## src/rtl/uart_tx_ctrl.sv

```systemverilog
// Memory-mapped 8N1 UART transmitter: register block, TX FIFO and frame FSM.
//
//   state   | meaning
//   --------+-----------------------------------------------------------
//   S_IDLE  | line high; waits for tx_en with a byte queued, then pops it
//   S_START | start bit, line low for one bit time
//   S_DATA  | eight data bits, LSB first, shifted out of r_shift
//   S_STOP  | stop bit, line high; may pop the next byte and go straight to S_START
module uart_tx_ctrl #(
  parameter int              XLEN         = 32,
  parameter logic [XLEN-1:0] BASE_ADDR    = 32'hA000_0000,
  parameter int              CLKS_PER_BIT = 868,
  parameter int              FIFO_DEPTH   = 16
) (
  input  logic            clk_i,
  input  logic            reset_i,
  input  logic [XLEN-1:0] mem_addr_i,
  input  logic            mem_write_en_i,
  input  logic [XLEN-1:0] mem_write_data_i,
  input  logic            mem_read_en_i,
  output logic [XLEN-1:0] mem_read_data_o,
  output logic            uart_tx_o
);

  localparam int AW = $clog2(FIFO_DEPTH);
  localparam int CW = AW + 1;
  localparam int BW = (CLKS_PER_BIT > 1) ? $clog2(CLKS_PER_BIT) : 1;
  localparam logic [BW-1:0] BAUD_RELOAD = BW'(CLKS_PER_BIT - 1);

  typedef enum logic [1:0] {S_IDLE, S_START, S_DATA, S_STOP} state_t;

  state_t          r_state, w_state_nxt;
  logic [BW-1:0]   r_baud, w_baud_nxt;
  logic [2:0]      r_bit_idx, w_bit_idx_nxt;
  logic [7:0]      r_shift, w_shift_nxt;
  logic            r_tx, w_tx_nxt;
  logic            r_tx_en, r_ovf;
  logic [7:0]      r_mem [FIFO_DEPTH];
  logic [AW-1:0]   r_wr_ptr, r_rd_ptr;
  logic [CW-1:0]   r_count;
  logic [XLEN-1:0] r_rdata;

  logic            w_hit, w_wr_ctrl, w_wr_txdat, w_wr_stat;
  logic            w_full, w_empty, w_push, w_pop, w_go, w_baud_tc;
  logic [3:0]      w_off;
  logic [XLEN-1:0] w_stat;
  logic            w_unused;

  assign w_hit      = (mem_addr_i[XLEN-1:4] == BASE_ADDR[XLEN-1:4]);
  assign w_off      = mem_addr_i[3:0];
  assign w_wr_ctrl  = mem_write_en_i & w_hit & (w_off == 4'h0);
  assign w_wr_txdat = mem_write_en_i & w_hit & (w_off == 4'h4);
  assign w_wr_stat  = mem_write_en_i & w_hit & (w_off == 4'h8);
  assign w_full     = (r_count == CW'(FIFO_DEPTH));
  assign w_empty    = (r_count == '0);
  assign w_push     = w_wr_txdat & ~w_full;
  assign w_go       = r_tx_en & ~w_empty;
  assign w_baud_tc  = (r_baud == '0);
  assign w_unused   = ^mem_write_data_i[XLEN-1:8];

  assign mem_read_data_o = r_rdata;
  assign uart_tx_o       = r_tx;

  // Status word assembled from live FIFO/FSM state.
  always_comb begin
    w_stat         = '0;
    w_stat[0]      = (r_state != S_IDLE);
    w_stat[1]      = w_full;
    w_stat[2]      = w_empty;
    w_stat[3]      = r_ovf;
    w_stat[8 +: CW] = r_count;
  end

  // Control register and sticky overflow flag.
  always_ff @(posedge clk_i or posedge reset_i) begin
    if (reset_i) begin
      r_tx_en <= 1'b0;
      r_ovf   <= 1'b0;
    end else begin
      if (w_wr_ctrl) r_tx_en <= mem_write_data_i[0];
      if (w_wr_txdat && w_full) r_ovf <= 1'b1;
      else if (w_wr_stat && mem_write_data_i[3]) r_ovf <= 1'b0;
    end
  end

  // Registered load data; zero unless a hit on a readable register.
  always_ff @(posedge clk_i or posedge reset_i) begin
    if (reset_i) begin
      r_rdata <= '0;
    end else if (mem_read_en_i && w_hit) begin
      case (w_off)
        4'h0:    r_rdata <= {{(XLEN-1){1'b0}}, r_tx_en};
        4'h8:    r_rdata <= w_stat;
        default: r_rdata <= '0;
      endcase
    end else begin
      r_rdata <= '0;
    end
  end

  // FIFO storage; contents are don't-care until counted in, so no reset.
  always_ff @(posedge clk_i) begin
    if (w_push) r_mem[r_wr_ptr] <= mem_write_data_i[7:0];
  end

  // FIFO pointers and occupancy; pointers wrap naturally at the power-of-two depth.
  always_ff @(posedge clk_i or posedge reset_i) begin
    if (reset_i) begin
      r_wr_ptr <= '0;
      r_rd_ptr <= '0;
      r_count  <= '0;
    end else begin
      if (w_push) r_wr_ptr <= r_wr_ptr + AW'(1);
      if (w_pop)  r_rd_ptr <= r_rd_ptr + AW'(1);
      case ({w_push, w_pop})
        2'b10:   r_count <= r_count + CW'(1);
        2'b01:   r_count <= r_count - CW'(1);
        default: r_count <= r_count;
      endcase
    end
  end

  // Frame FSM state, baud counter, shifter and registered line output.
  always_ff @(posedge clk_i or posedge reset_i) begin
    if (reset_i) begin
      r_state   <= S_IDLE;
      r_baud    <= '0;
      r_bit_idx <= '0;
      r_shift   <= '0;
      r_tx      <= 1'b1;
    end else begin
      r_state   <= w_state_nxt;
      r_baud    <= w_baud_nxt;
      r_bit_idx <= w_bit_idx_nxt;
      r_shift   <= w_shift_nxt;
      r_tx      <= w_tx_nxt;
    end
  end

  // Next-state logic; the baud counter reloads at every bit boundary.
  always_comb begin
    w_state_nxt   = r_state;
    w_baud_nxt    = w_baud_tc ? '0 : r_baud - BW'(1);
    w_bit_idx_nxt = r_bit_idx;
    w_shift_nxt   = r_shift;
    w_pop         = 1'b0;
    case (r_state)
      S_IDLE: begin
        if (w_go) begin
          w_pop       = 1'b1;
          w_shift_nxt = r_mem[r_rd_ptr];
          w_baud_nxt  = BAUD_RELOAD;
          w_state_nxt = S_START;
        end
      end
      S_START: begin
        if (w_baud_tc) begin
          w_baud_nxt    = BAUD_RELOAD;
          w_bit_idx_nxt = 3'd0;
          w_state_nxt   = S_DATA;
        end
      end
      S_DATA: begin
        if (w_baud_tc) begin
          w_baud_nxt = BAUD_RELOAD;
          if (r_bit_idx == 3'd7) begin
            w_state_nxt = S_STOP;
          end else begin
            w_bit_idx_nxt = r_bit_idx + 3'd1;
            w_shift_nxt   = {1'b0, r_shift[7:1]};
          end
        end
      end
      S_STOP: begin
        if (w_baud_tc) begin
          if (w_go) begin
            w_pop       = 1'b1;
            w_shift_nxt = r_mem[r_rd_ptr];
            w_baud_nxt  = BAUD_RELOAD;
            w_state_nxt = S_START;
          end else begin
            w_state_nxt = S_IDLE;
          end
        end
      end
      default: w_state_nxt = S_IDLE;
    endcase
    case (w_state_nxt)
      S_START: w_tx_nxt = 1'b0;
      S_DATA:  w_tx_nxt = w_shift_nxt[0];
      default: w_tx_nxt = 1'b1;
    endcase
  end

endmodule

```

## config.mk

```make
export PLATFORM = sky130hd
export DESIGN_NAME = uart_tx_ctrl
export DESIGN_NICKNAME = d
export VERILOG_FILES = /design/src/rtl/uart_tx_ctrl.sv
export SDC_FILE = /design/constraint.sdc
export NUM_CORES = 1
export LEC_CHECK = 0
export CAP_MARGIN = 20
export CORE_MARGIN = 8
export CORE_UTILIZATION = 50
export DETAILED_ROUTE_END_ITERATION = 8
export GPL_TIMING_DRIVEN = 0
export PLACE_DENSITY_LB_ADDON = 0.12
export SLEW_MARGIN = 30
export SYNTH_ARGS = -nofsm -noshare
export SYNTH_HDL_FRONTEND = slang
export SYNTH_SLANG_ARGS = --single-unit
```

## constraint.sdc

```tcl
create_clock -name clk_i -period 4 [get_ports clk_i]
set_input_delay 0.8 -clock clk_i [delete_from_list [all_inputs] [get_ports clk_i]]
set_output_delay 0.8 -clock clk_i [all_outputs]
set_load 0.005 [all_outputs]
```

==> flow_metrics.py <==
metrics = {
    "die": {
        "die-area_um2": 19700,
        "initial_core_util_pct": 51.1,
        "ioPinCount": 101,
        "rows": 45,
        "chipWidth_um": 140,
        "core_area_um2": 15100,
        "die_h_um": 140,
    },
    "worst_setup_path": {
        "critPathMaxStageDelay_ps": 660,
        "startpoint_type": "flop",
        "path_class": "flop to flop",
        "cp_cell_sequence": "inv_1 -> ha_1 -> nor4b_2 -> a41oi_1 -> nor3_1 -> ha_1 -> inv_1 -> fa_1 -> inv_1 -> a21o_1 -> a21oi_1 -> xnor2_1 -> nor2_1 -> xor2_1",
        "path_common_cell": "inv_1",
        "critPathTopFamily": "simple AND/OR/NAND/NOR gates",
        "crit_slowest_cell": "nor3_1",
        "worstPathRequired_ps": 4340,
        "endpoint_kind": "flop",
        "path_buf_inv": 3,
        "path_max_fanout": 5,
        "cp.arrival_ps": 3920,
    },
    "timing": {
        "finalCriticalPeriod_ps": 3580,
        "tightest_slew_ps": 856,
        "period_share_pct": 89.6,
        "rsz0062_at_grt": "no",
        "slew_headroom_pct": 42.7,
        "fin_tns_setup_ps": 0,
        "fmax_ghz": 0.279,
        "setup_viol": 0,
        "final.setup.worst_slack_ps": 417,
        "maxSlewViolCount": 0,
        "hold_ws_ps": 502,
        "finClkSkew_ps": 10.9,
        "hold_viol": 0,
    },
    "worst_hold_path": {
        "hold_class": "flop to flop",
    },
    "yosys": {
        "synthesis.area_um2": 7750,
        "synth.area.top_cells": "edfxtp_1, dfrtp_1, mux4_2",
        "synth-seq-area-share_pct": 65.1,
        "synth_warnings": 0,
        "ys_ff_latch": 176,
        "synthCells": 501,
        "ys.flop_type": "edfxtp_1",
        "syn_area_per_cell_um2": 15.5,
        "yosys.area.top_type_share_pct": 49.6,
        "synthArstFlopShare_pct": 27.3,
        "synth_enable_flop_cells": 128,
        "ys_types": 62,
        "synth.largest_area_cell": "edfxtp_1",
    },
    "clock_network": {
        "numCtsBuffers": 17,
        "cts-root-buf": "clkbuf_16",
        "cts_buffer_depth": 2,
        "clock_latency_ps": 420,
        "clkSinkCount": 176,
        "htree_levels": 4,
        "ctsHoldBuffers": 0,
        "clk_pin_slew_ps": 70,
        "cts_tree": "built",
    },
    "cells_and_area": {
        "postLayoutCoreUtil_pct": 61.4,
        "syn2layout_area_growth_pct": 20.1,
        "fin_nets": 694,
        "final_layout_size_suffix_gt1_share_pct": 21.3,
        "stdcell_count": 809,
        "n_antenna_cell": 0,
        "fin_area_um2": 9300,
    },
    "drt": {
        "drt_pass1_iterations": 4,
        "first_iter_violations": 337,
        "ant_nets": 0,
        "wl_per_cell_um": 19.4,
        "drc": 0,
        "vias": 4498,
        "routed_wl_mm": 15.7,
        "vias_per_cell": 5.56,
    },
    "pwr": {
        "ir_drop_uv": 292,
        "p_leak_nw": 3.43,
        "total_power_mw": 3.63,
        "powerDensity_nw_per_um2": 390,
    },
    "global_routing": {
        "grt_pass1_vias": 4598,
        "grt_usage_pct": 16.6,
        "grt_max_degree": 49,
        "antenna_found_initial": 0,
        "grt_pass1_wl_mm": 25.3,
        "grt-ovfl-total": 0,
    },
    "outcome": {
        "status": "complete, no violations",
    },
    "placed_design": {
        "hpwl_mm": 11.4,
        "placed_area_um2": 8730,
        "gp_congestion": 0.808,
        "dp_slack_ps": -452,
        "io_buffers": 53,
        "dpl.cell_count": 776,
    },
    "flow_run": {
        "drv_cap": 0,
    },
}
## final cells by class
class                   instances  area [um2]
fillers                      1129        5840
flip-flops and latches        176        5050
multi-input cells             285        2520
repair buffers                 66         598
clock buffers                  19         433
plain buffers                  38         250
well taps                     188         235
clock inverters                13         128
inverters                      24        92.6
## routing by layer
metal	wire (um)	global-route usage (%)	vias to the layer above
li1	-	-	2117
met1	6920	20.8	2284
met2	8030	28.2	80
met3	528	3.40	17
met4	183	5.77	0
met5	0	0	-
## cell usage in the layout (no fill, tap or decap), drive strengths merged, types with 3 or more instances in the layout
cell type        n
xnor2           11
clkbuf          28
conb            23
nor4            23
nand2b           3
dfrtp           47
xor2             5
or4              3
and2             4
or3              3
nand3            4
a221oi           7
a21oi           16
ha              17
clkinv           4
mux4            33
o21ai           18
clkinvlp         4
nor3            10
inv             28
mux2i            7
buf             42
edfxtp         128
a2bb2oi          3
nand2           18
a21o             3
nor2b            8
o21a             3
a31oi            3
clkdlybuf4s50   53
a221o            3
nor2            26
mux2             4
nand4            6
## Yosys cell counts, types with 4 or more instances
library cell and count:
edfxtp_1 128, dfrtp_1 47, mux4_2 33, buf_4 26, nor2_1 25, inv_1 22, nor4_1 21, nand2_1 18
o21ai_0 18, ha_1 17, a21oi_1 15, xnor2_1 11, nor3_1 10, clkbuf_1 9, nor2b_1 8, mux2i_1 7
a221oi_1 6, nand4_1 6, xor2_1 5, and2_1 4, nand3_1 4
## cells by family after synthesis
logic type | share of synthesized area [%]
flops | 65.1
fa+ha+maj | 3.00
simple gates | 8.30
xor+xnor | 1.81
mux | 11.1
other cells | 0.0484
buf+inv | 4.38
compound gates | 6.19
## registers in the layout (all words and copies together) (netlist names)
| signal | flops |
|---|---|
| r_rd_ptr | 4 |
| uart_tx_o | 1 |
| r_count | 5 |
| r_tx_en | 1 |
| mem_read_data_o | 9 |
| r_ovf | 1 |
| r_bit_idx | 3 |
| r_shift | 8 |
| r_state | 2 |
| r_wr_ptr | 4 |
| r_mem | 128 |
| r_baud | 10 |
## path summary, 6_finish.rpt
check | from | endpoint | slack [ps] | cells past startpoint
worst min-delay path | r_shift[2] | r_shift[1] | 500 | 1
min in group asynchronous | reset_i | r_wr_ptr[1] | 810 | 2
worst min register to register | r_shift[2] | r_shift[1] | 500 | 1
max in group asynchronous | reset_i | r_baud[3] | 2780 | 2
worst max register to register | r_baud[0] | r_count[4] | 420 | 14
worst max-delay path | r_baud[0] | r_count[4] | 420 | 14
## power by group
| part | total (mW) | internal (mW) | switching, mW |
|---|---|---|---|
| clock network | 1.57 | 0.869 | 0.706 |
| registers | 1.96 | 1.96 | 0.000000961 |
| logic | 0.0974 | 0.0528 | 0.0446 |
## timing repair
| item | CTS | global route |
|---|---|---|
| setup buffers | 0 | 1 |
| resized for setup | 0 | 2 |
| pin swaps | 1 | 1 |
| endpoints found under the setup margin | 1 | 18 |
| gates cloned | 0 | 0 |
Power figures use the tool's default switching activity.
